[src/rtl/alu_iter_pkg.sv]
// Shared ALU definitions: default word width, opcode encodings and flag bit
// positions, common to the iterative ALU and the single-cycle ALU.
package alu_iter_pkg;

   localparam int WORD_WIDTH = 16;

   localparam logic [3:0] OP_ADC  = 4'd0;
   localparam logic [3:0] OP_SBB1 = 4'd1;
   localparam logic [3:0] OP_SBB2 = 4'd2;
   localparam logic [3:0] OP_NOR  = 4'd3;
   localparam logic [3:0] OP_AND  = 4'd4;
   localparam logic [3:0] OP_OR   = 4'd5;
   localparam logic [3:0] OP_XOR  = 4'd6;
   localparam logic [3:0] OP_SHL  = 4'd7;
   localparam logic [3:0] OP_SHR  = 4'd8;
   localparam logic [3:0] OP_SAR  = 4'd9;
   localparam logic [3:0] OP_MUL  = 4'd10;
   localparam logic [3:0] OP_DIVU = 4'd11;

   // flags vector is {P,S,Z,O,C}
   localparam int FLAG_C = 0;
   localparam int FLAG_O = 1;
   localparam int FLAG_Z = 2;
   localparam int FLAG_S = 3;
   localparam int FLAG_P = 4;

endpackage

[src/rtl/alu_iter_comb.sv]
// Single-cycle ALU operations (add/subtract with carry, bitwise logic).
// Any opcode not handled here yields a zero result with C=O=0.
module alu_iter_comb
   import alu_iter_pkg::*;
#(
   parameter int WIDTH = WORD_WIDTH
) (
   input  logic [3:0]       opcode,
   input  logic [WIDTH-1:0] in1,
   input  logic [WIDTH-1:0] in2,
   input  logic             carry,
   output logic [WIDTH-1:0] res,
   output logic             c,
   output logic             o
);

   localparam int MSB = WIDTH - 1;

   logic [WIDTH:0] wide;

   // result, carry/borrow-out and signed overflow for the single-cycle ops
   always_comb begin
      res  = '0;
      c    = 1'b0;
      o    = 1'b0;
      wide = '0;
      case (opcode)
         OP_ADC: begin
            wide = {1'b0, in1} + {1'b0, in2} + {{WIDTH{1'b0}}, carry};
            res  = wide[WIDTH-1:0];
            c    = wide[WIDTH];
            o    = (in1[MSB] == in2[MSB]) && (res[MSB] != in1[MSB]);
         end
         OP_SBB1: begin
            wide = {1'b0, in1} - {1'b0, in2} - {{WIDTH{1'b0}}, carry};
            res  = wide[WIDTH-1:0];
            c    = wide[WIDTH];
            o    = (in1[MSB] != in2[MSB]) && (res[MSB] != in1[MSB]);
         end
         OP_SBB2: begin
            wide = {1'b0, in2} - {1'b0, in1} - {{WIDTH{1'b0}}, carry};
            res  = wide[WIDTH-1:0];
            c    = wide[WIDTH];
            o    = (in2[MSB] != in1[MSB]) && (res[MSB] != in2[MSB]);
         end
         OP_NOR:  res = ~(in1 | in2);
         OP_AND:  res = in1 & in2;
         OP_OR:   res = in1 | in2;
         OP_XOR:  res = in1 ^ in2;
         default: res = '0;
      endcase
   end

endmodule

[src/rtl/alu_iter.sv]
// Iterative ALU: single-cycle ops via alu_iter_comb, plus bit-serial shifts,
// shift-add multiply and restoring divide sequenced by a small FSM.
//
// state  | meaning
// IDLE   | waiting for start
// RUN    | multi-cycle op in progress, cnt counts remaining iterations
// DONE   | result valid for one cycle, new start accepted here too
module alu_iter
   import alu_iter_pkg::*;
#(
   parameter int WIDTH   = WORD_WIDTH,
   parameter int SHAMT_W = $clog2(WIDTH)
) (
   input  logic             clk,
   input  logic             reset,
   input  logic             start,
   input  logic [3:0]       opcode,
   input  logic [WIDTH-1:0] in1,
   input  logic [WIDTH-1:0] in2,
   input  logic             carry,
   input  logic             oe,
   output logic             busy,
   output logic             done,
   output logic [WIDTH-1:0] out,
   output logic [WIDTH-1:0] out_hi,
   output logic [4:0]       flags
);

   localparam int CNT_W = SHAMT_W + 1;
   localparam logic [CNT_W-1:0] CNT_FULL = CNT_W'(WIDTH);
   localparam logic [CNT_W-1:0] CNT_ONE  = CNT_W'(1);

   localparam logic [1:0] S_IDLE = 2'd0;
   localparam logic [1:0] S_RUN  = 2'd1;
   localparam logic [1:0] S_DONE = 2'd2;

   logic [1:0]       state;
   logic [CNT_W-1:0] cnt;
   logic [3:0]       op_q;
   logic [WIDTH-1:0] a_q, b_q, hi_q;
   logic             msb_q;
   logic [WIDTH-1:0] out_q, out_hi_q;
   logic [4:0]       flags_q;

   logic [SHAMT_W-1:0] shamt;
   logic               is_shift, run_req, last_step;
   logic [WIDTH-1:0]   comb_res;
   logic               comb_c, comb_o;
   logic [WIDTH-1:0]   imm_out, imm_hi;
   logic               imm_c, imm_o;
   logic [WIDTH-1:0]   step_a, step_hi;
   logic               step_c;
   logic [WIDTH:0]     mul_sum, div_rs;
   logic [WIDTH-1:0]   div_diff;
   logic               div_ge;
   logic [WIDTH-1:0]   fin_out, fin_hi;
   logic               fin_c, fin_o;
   logic [4:0]         fin_flags;

   alu_iter_comb #(.WIDTH(WIDTH)) u_comb (
      .opcode (opcode),
      .in1    (in1),
      .in2    (in2),
      .carry  (carry),
      .res    (comb_res),
      .c      (comb_c),
      .o      (comb_o)
   );

   assign shamt     = in2[SHAMT_W-1:0];
   assign is_shift  = opcode inside {OP_SHL, OP_SHR, OP_SAR};
   assign run_req   = (is_shift && (shamt != '0)) || (opcode == OP_MUL) ||
                      ((opcode == OP_DIVU) && (in2 != '0));
   assign last_step = (state == S_RUN) && (cnt == CNT_ONE);

   // results for ops that finish directly from accept (no RUN phase)
   always_comb begin
      imm_out = comb_res;
      imm_hi  = '0;
      imm_c   = comb_c;
      imm_o   = comb_o;
      if (is_shift) begin
         imm_out = in1;
         imm_c   = 1'b0;
         imm_o   = 1'b0;
      end else if (opcode == OP_DIVU) begin
         imm_out = '1;
         imm_hi  = in1;
         imm_c   = 1'b0;
         imm_o   = 1'b1;
      end
   end

   // one iteration of the running shift / multiply / divide
   always_comb begin
      step_a   = a_q;
      step_hi  = hi_q;
      step_c   = 1'b0;
      mul_sum  = {1'b0, hi_q} + (a_q[0] ? {1'b0, b_q} : '0);
      div_rs   = {hi_q, a_q[WIDTH-1]};
      div_ge   = div_rs >= {1'b0, b_q};
      div_diff = div_rs[WIDTH-1:0] - b_q;
      case (op_q)
         OP_SHL: begin
            step_a = {a_q[WIDTH-2:0], 1'b0};
            step_c = a_q[WIDTH-1];
         end
         OP_SHR: begin
            step_a = {1'b0, a_q[WIDTH-1:1]};
            step_c = a_q[0];
         end
         OP_SAR: begin
            step_a = {a_q[WIDTH-1], a_q[WIDTH-1:1]};
            step_c = a_q[0];
         end
         OP_MUL: begin
            step_hi = mul_sum[WIDTH:1];
            step_a  = {mul_sum[0], a_q[WIDTH-1:1]};
         end
         OP_DIVU: begin
            step_hi = div_ge ? div_diff : div_rs[WIDTH-1:0];
            step_a  = {a_q[WIDTH-2:0], div_ge};
         end
         default: step_a = a_q;
      endcase
   end

   // select the value to latch on DONE entry and derive P/S/Z from it
   always_comb begin
      if (state == S_RUN) begin
         fin_out = step_a;
         fin_hi  = '0;
         fin_c   = step_c;
         fin_o   = 1'b0;
         case (op_q)
            OP_SHL:  fin_o = step_a[WIDTH-1] ^ step_c;
            OP_SHR:  fin_o = msb_q;
            OP_MUL: begin
               fin_hi = step_hi;
               fin_c  = (step_hi != '0);
               fin_o  = (step_hi != '0);
            end
            OP_DIVU: begin
               fin_hi = step_hi;
               fin_c  = 1'b0;
            end
            default: fin_o = 1'b0;
         endcase
      end else begin
         fin_out = imm_out;
         fin_hi  = imm_hi;
         fin_c   = imm_c;
         fin_o   = imm_o;
      end
      fin_flags         = '0;
      fin_flags[FLAG_P] = ~^fin_out;
      fin_flags[FLAG_S] = fin_out[WIDTH-1];
      fin_flags[FLAG_Z] = (fin_out == '0);
      fin_flags[FLAG_O] = fin_o;
      fin_flags[FLAG_C] = fin_c;
   end

   // sequencer and datapath registers; start is only looked at outside RUN
   always_ff @(posedge clk) begin
      if (reset) begin
         state    <= S_IDLE;
         cnt      <= '0;
         op_q     <= '0;
         a_q      <= '0;
         b_q      <= '0;
         hi_q     <= '0;
         msb_q    <= 1'b0;
         out_q    <= '0;
         out_hi_q <= '0;
         flags_q  <= '0;
      end else begin
         case (state)
            S_RUN: begin
               a_q  <= step_a;
               hi_q <= step_hi;
               cnt  <= cnt - CNT_ONE;
               if (last_step) begin
                  state    <= S_DONE;
                  out_q    <= fin_out;
                  out_hi_q <= fin_hi;
                  flags_q  <= fin_flags;
               end
            end
            default: begin
               if (start) begin
                  op_q <= opcode;
                  if (run_req) begin
                     state <= S_RUN;
                     cnt   <= is_shift ? CNT_W'(shamt) : CNT_FULL;
                     msb_q <= in1[WIDTH-1];
                     hi_q  <= '0;
                     if (opcode == OP_MUL) begin
                        a_q <= in2;
                        b_q <= in1;
                     end else begin
                        a_q <= in1;
                        b_q <= in2;
                     end
                  end else begin
                     state    <= S_DONE;
                     out_q    <= fin_out;
                     out_hi_q <= fin_hi;
                     flags_q  <= fin_flags;
                  end
               end else begin
                  state <= S_IDLE;
               end
            end
         endcase
      end
   end

   assign busy   = (state == S_RUN);
   assign done   = (state == S_DONE);
   assign out    = oe ? out_q : '0;
   assign out_hi = oe ? out_hi_q : '0;
   assign flags  = flags_q;

endmodule
[config.mk]
export PLATFORM = sky130hd
export DESIGN_NAME = alu_iter
export DESIGN_NICKNAME = d
export VERILOG_FILES = /design/src/rtl/alu_iter_pkg.sv /design/src/rtl/alu_iter_comb.sv /design/src/rtl/alu_iter.sv
export SDC_FILE = /design/constraint.sdc
export NUM_CORES = 1
export LEC_CHECK = 0
export CAP_MARGIN = 10
export CORE_MARGIN = 2
export CORE_UTILIZATION = 40
export CTS_CLUSTER_DIAMETER = 30
export DETAILED_ROUTE_END_ITERATION = 10
export GPL_TIMING_DRIVEN = 0
export PLACE_DENSITY = 0.69
export SLEW_MARGIN = 20
export SYNTH_ARGS = -nofsm -noshare
export SYNTH_HDL_FRONTEND = slang
export SYNTH_SLANG_ARGS = --single-unit
[constraint.sdc]
create_clock -name clk -period 6.2 [get_ports clk]
set_input_delay 1.24 -clock clk [delete_from_list [all_inputs] [get_ports clk]]
set_output_delay 1.24 -clock clk [all_outputs]
set_load 0.05 [all_outputs]
==> results.md <==
* Wire per inst at ~21 µm
* Nets at about 1,800
* Vias at between 10,000 and 15,000
* Number of flops mapped to enable cells by yosys at 0
* Area Overhead vs Synth at 14.9%
* Setup CP Type: in2reg
* # hold bufs at CTS at 0
* Synthesized instance count at 1,524
* Hpwl dp at 33,400 µm
* Top cell type by total area after synthesis: dfxtp_1
* Critical Path AT at 6.24 ns
* Via density at between 6 and 7
* Slew HR at 0.365
* CTS tree: done
* Die height at about 170 µm
* Critical Path Start Type: primary input
* CP Capture Type: register
* Detail Route Antenna Nets at 0
* Non-Filler Cell Area, Final at 0.0126 mm²
* Die Area at 0.0288 mm²
* Initial antenna violation count at 0
* Setup ws final at roughly 0.17 ns
* Min cycle time layout at about 6 ns
* Synth cell types at 74
* Clock sink count at 96
* Post-Syn Area per Cell at slightly above 7 µm²
* Maximum vdd drop at 171 µV
* First-pass iteration count of the detailed router at 6
* Antenna diode count at 0
* Status: completed
* # DRC at 0
* Layout cells sized above 1 at 0.0315
* Largest net degree at the start of global routing at 16
* Count leader, synth: nor2_1
* Fillers at 2,721
* # rows at 60
* Worst path required time at about 6.4 ns
* Initial Util at 0.408
* Yosys Warn Count at 0
* IO Pins at 80
* Asr flop ratio synth at 0
* Final Hold Violating Endpoints at 0
* Number of port buffers at a little under 80
* Fmax at 0.166 GHz
* Maxcap violations at 0
* Sequential fraction of the synthesis area at 0.175
* First-pass GRT wire length at 64,100 µm
* Pwr Density at between 200 and 250 mW/mm²
* Core Box Area at 0.0270 mm²
* Root buffer cell: clkbuf_16
* Post-synth top area share at 0.175
* Synth Cell Area at around 0.011 mm²
* Setup_tns at 0 ns
* Max FO, Critical Path at 8
* Clk slew on worst S/H paths at approximately 0.060 ns
* LEAKAGE at 5.15 nW
* Final max-slew violation count at 0
* Clock tree buffer depth at 2
* Worst hold-check path type: reg2reg
* Slew @ Worst Pin at between 0.9 and 1 ns
* Synth area leaders: dfxtp_1 17%, ha_1 15%, nor2_1 6.4%
* Period utilization at 0.973
* Worst Skew at 0.00763 ns
* Area after DPL at about 0.012 mm²
* DR iter-0 viols at ~1,400
* RSZ-0062 raised after global routing: no
* Gr usage total at 0.286
* Vias in the first global route at 11,400
* Pre-CTS setup slack at -0.664 ns
* Synth cell count leaders: 188 x nor2_1, 134 x ha_1, 124 x a21oi_1
* Total wire length at 41,800 µm
* Finish-stage setup viols at 0
* RePlAce Congestion at around 1
* Clk_lat worst skew at between 0.3 and 0.4 ns
* CTS Buf Count at 9
* Die Wd at between 150 and 200 µm
* Synth Flop Type: dfxtp_1
* Seq cells post-synth at 96
* Grt total ovfl at 0
* Post-synthesis net count at about 1,700
* Htree depth at 3
-- timing repair --
action | CTS | global route
gates resized for setup | 3 | 12
setup buffers | 0 | 0
setup endpoints to repair | 1 | 1
pin swaps | 0 | 1
-- routing by layer --
metal	global-route usage	wire length (µm)	vias to the layer above
met5	0	0	-
met4	0.169	2740	0
met3	0.0518	3890	153
met2	0.463	18600	666
met1	0.354	16600	5676
li1	-	-	5672
-- through the flow --
stage / utilization / cells / hold slack (ns) / power [mW]
floorplan: - / 1524 / 0.437 / 1.48
global placement: 0.452 / 1942 / 0.449 / 1.80
detailed placement: 0.453 / 1943 / 0.451 / 1.82
CTS: 0.467 / 1959 / 0.460 / 2.51
global route: 0.468 / 1959 / 0.478 / 2.66
finish: 0.468 / 1959 / 0.461 / 2.53
-- critical path, cell delays in order --
cell	delay (ns)
clkdlybuf4s50_1	0.80
inv_1	0.29
fa_1	0.57
o211ai_1	0.34
a21boi_0	0.26
o41ai_2	0.47
a21oi_1	0.14
o21a_1	0.19
nor2_1	0.20
xor2_1	0.17
o221ai_1	0.19
a21oi_1	0.37
ha_1	0.31
xnor2_1	0.19
xnor2_1	0.16
xnor2_1	0.12
mux2i_1	0.14
nor2_1	0.06
-- where the power goes --
| group | internal [mW] | leakage (nW) | switching (mW) |
|---|---|---|---|
| logic | 0.432 | 4.18 | 0.707 |
| registers | 0.664 | 0.787 | 0.0371 |
| clock network | 0.445 | 0.182 | 0.244 |
-- final timing paths --
kind	cells past startpoint	startpoint	slack, ns	end
worst max-delay path	18	in1[1]	0.17	flags[4]
worst min-delay path	2	msb_q	0.46	msb_q
worst max register to register	15	a_q[0]	1.56	flags[1]
worst min register to register	2	msb_q	0.46	msb_q
-- logic make-up after synthesis --
| logic type | count (synthesis) | share of synthesized area |
|---|---|---|
| xor+xnor | 66 | 0.0539 |
| flops | 96 | 0.175 |
| compound gates | 485 | 0.294 |
| mux | 29 | 0.0266 |
| fa+ha+maj | 142 | 0.167 |
| buf+inv | 191 | 0.0668 |
| simple gates | 515 | 0.217 |
-- cell usage in the layout, fill, tap and decap left out, drive strengths merged, types with 6 or more instances in the layout --
cell type,n
nor2,188
ha,134
a21oi,125
nand2,123
inv,105
dfxtp,96
o21ai,91
clkbuf,82
clkdlybuf4s50,69
and2,50
a211oi,49
xnor2,44
nor3,39
nand3,34
a22oi,30
mux2i,27
o221ai,24
a31oi,22
xor2,21
nand2b,19
a21o,19
a311oi,18
o211ai,17
nor2b,16
buf,14
o22ai,13
a221oi,11
nor4,11
o21a,10
nand4,10
dlymetal6s2s,8
fa,8
o21bai,6
o31ai,6
and3,6
or2,6
-- registers in the layout (all words and copies together), names as in the netlist --
signal	flops
a_q	16
b_q	16
hi_q	16
out_hi_q	16
out_q	15
cnt	5
flags	5
op_q	4
state	2
msb_q	1
-- area by class of cell --
type / instances / area [µm²] / area share
Sequential cell: 96 / 1920 / 0.152
Clock buffer: 10 / 239 / 0.0189
Clock inverter: 6 / 130 / 0.0103
Buffer: 85 / 337 / 0.0267
Timing Repair Buffer: 78 / 796 / 0.0630
Inverter: 106 / 398 / 0.0315
Multi-Input combinational cell: 1237 / 8380 / 0.664
Tap cell: 341 / 427 / 0.0338
No activity file was read; power rests on OpenSTA's default activity.
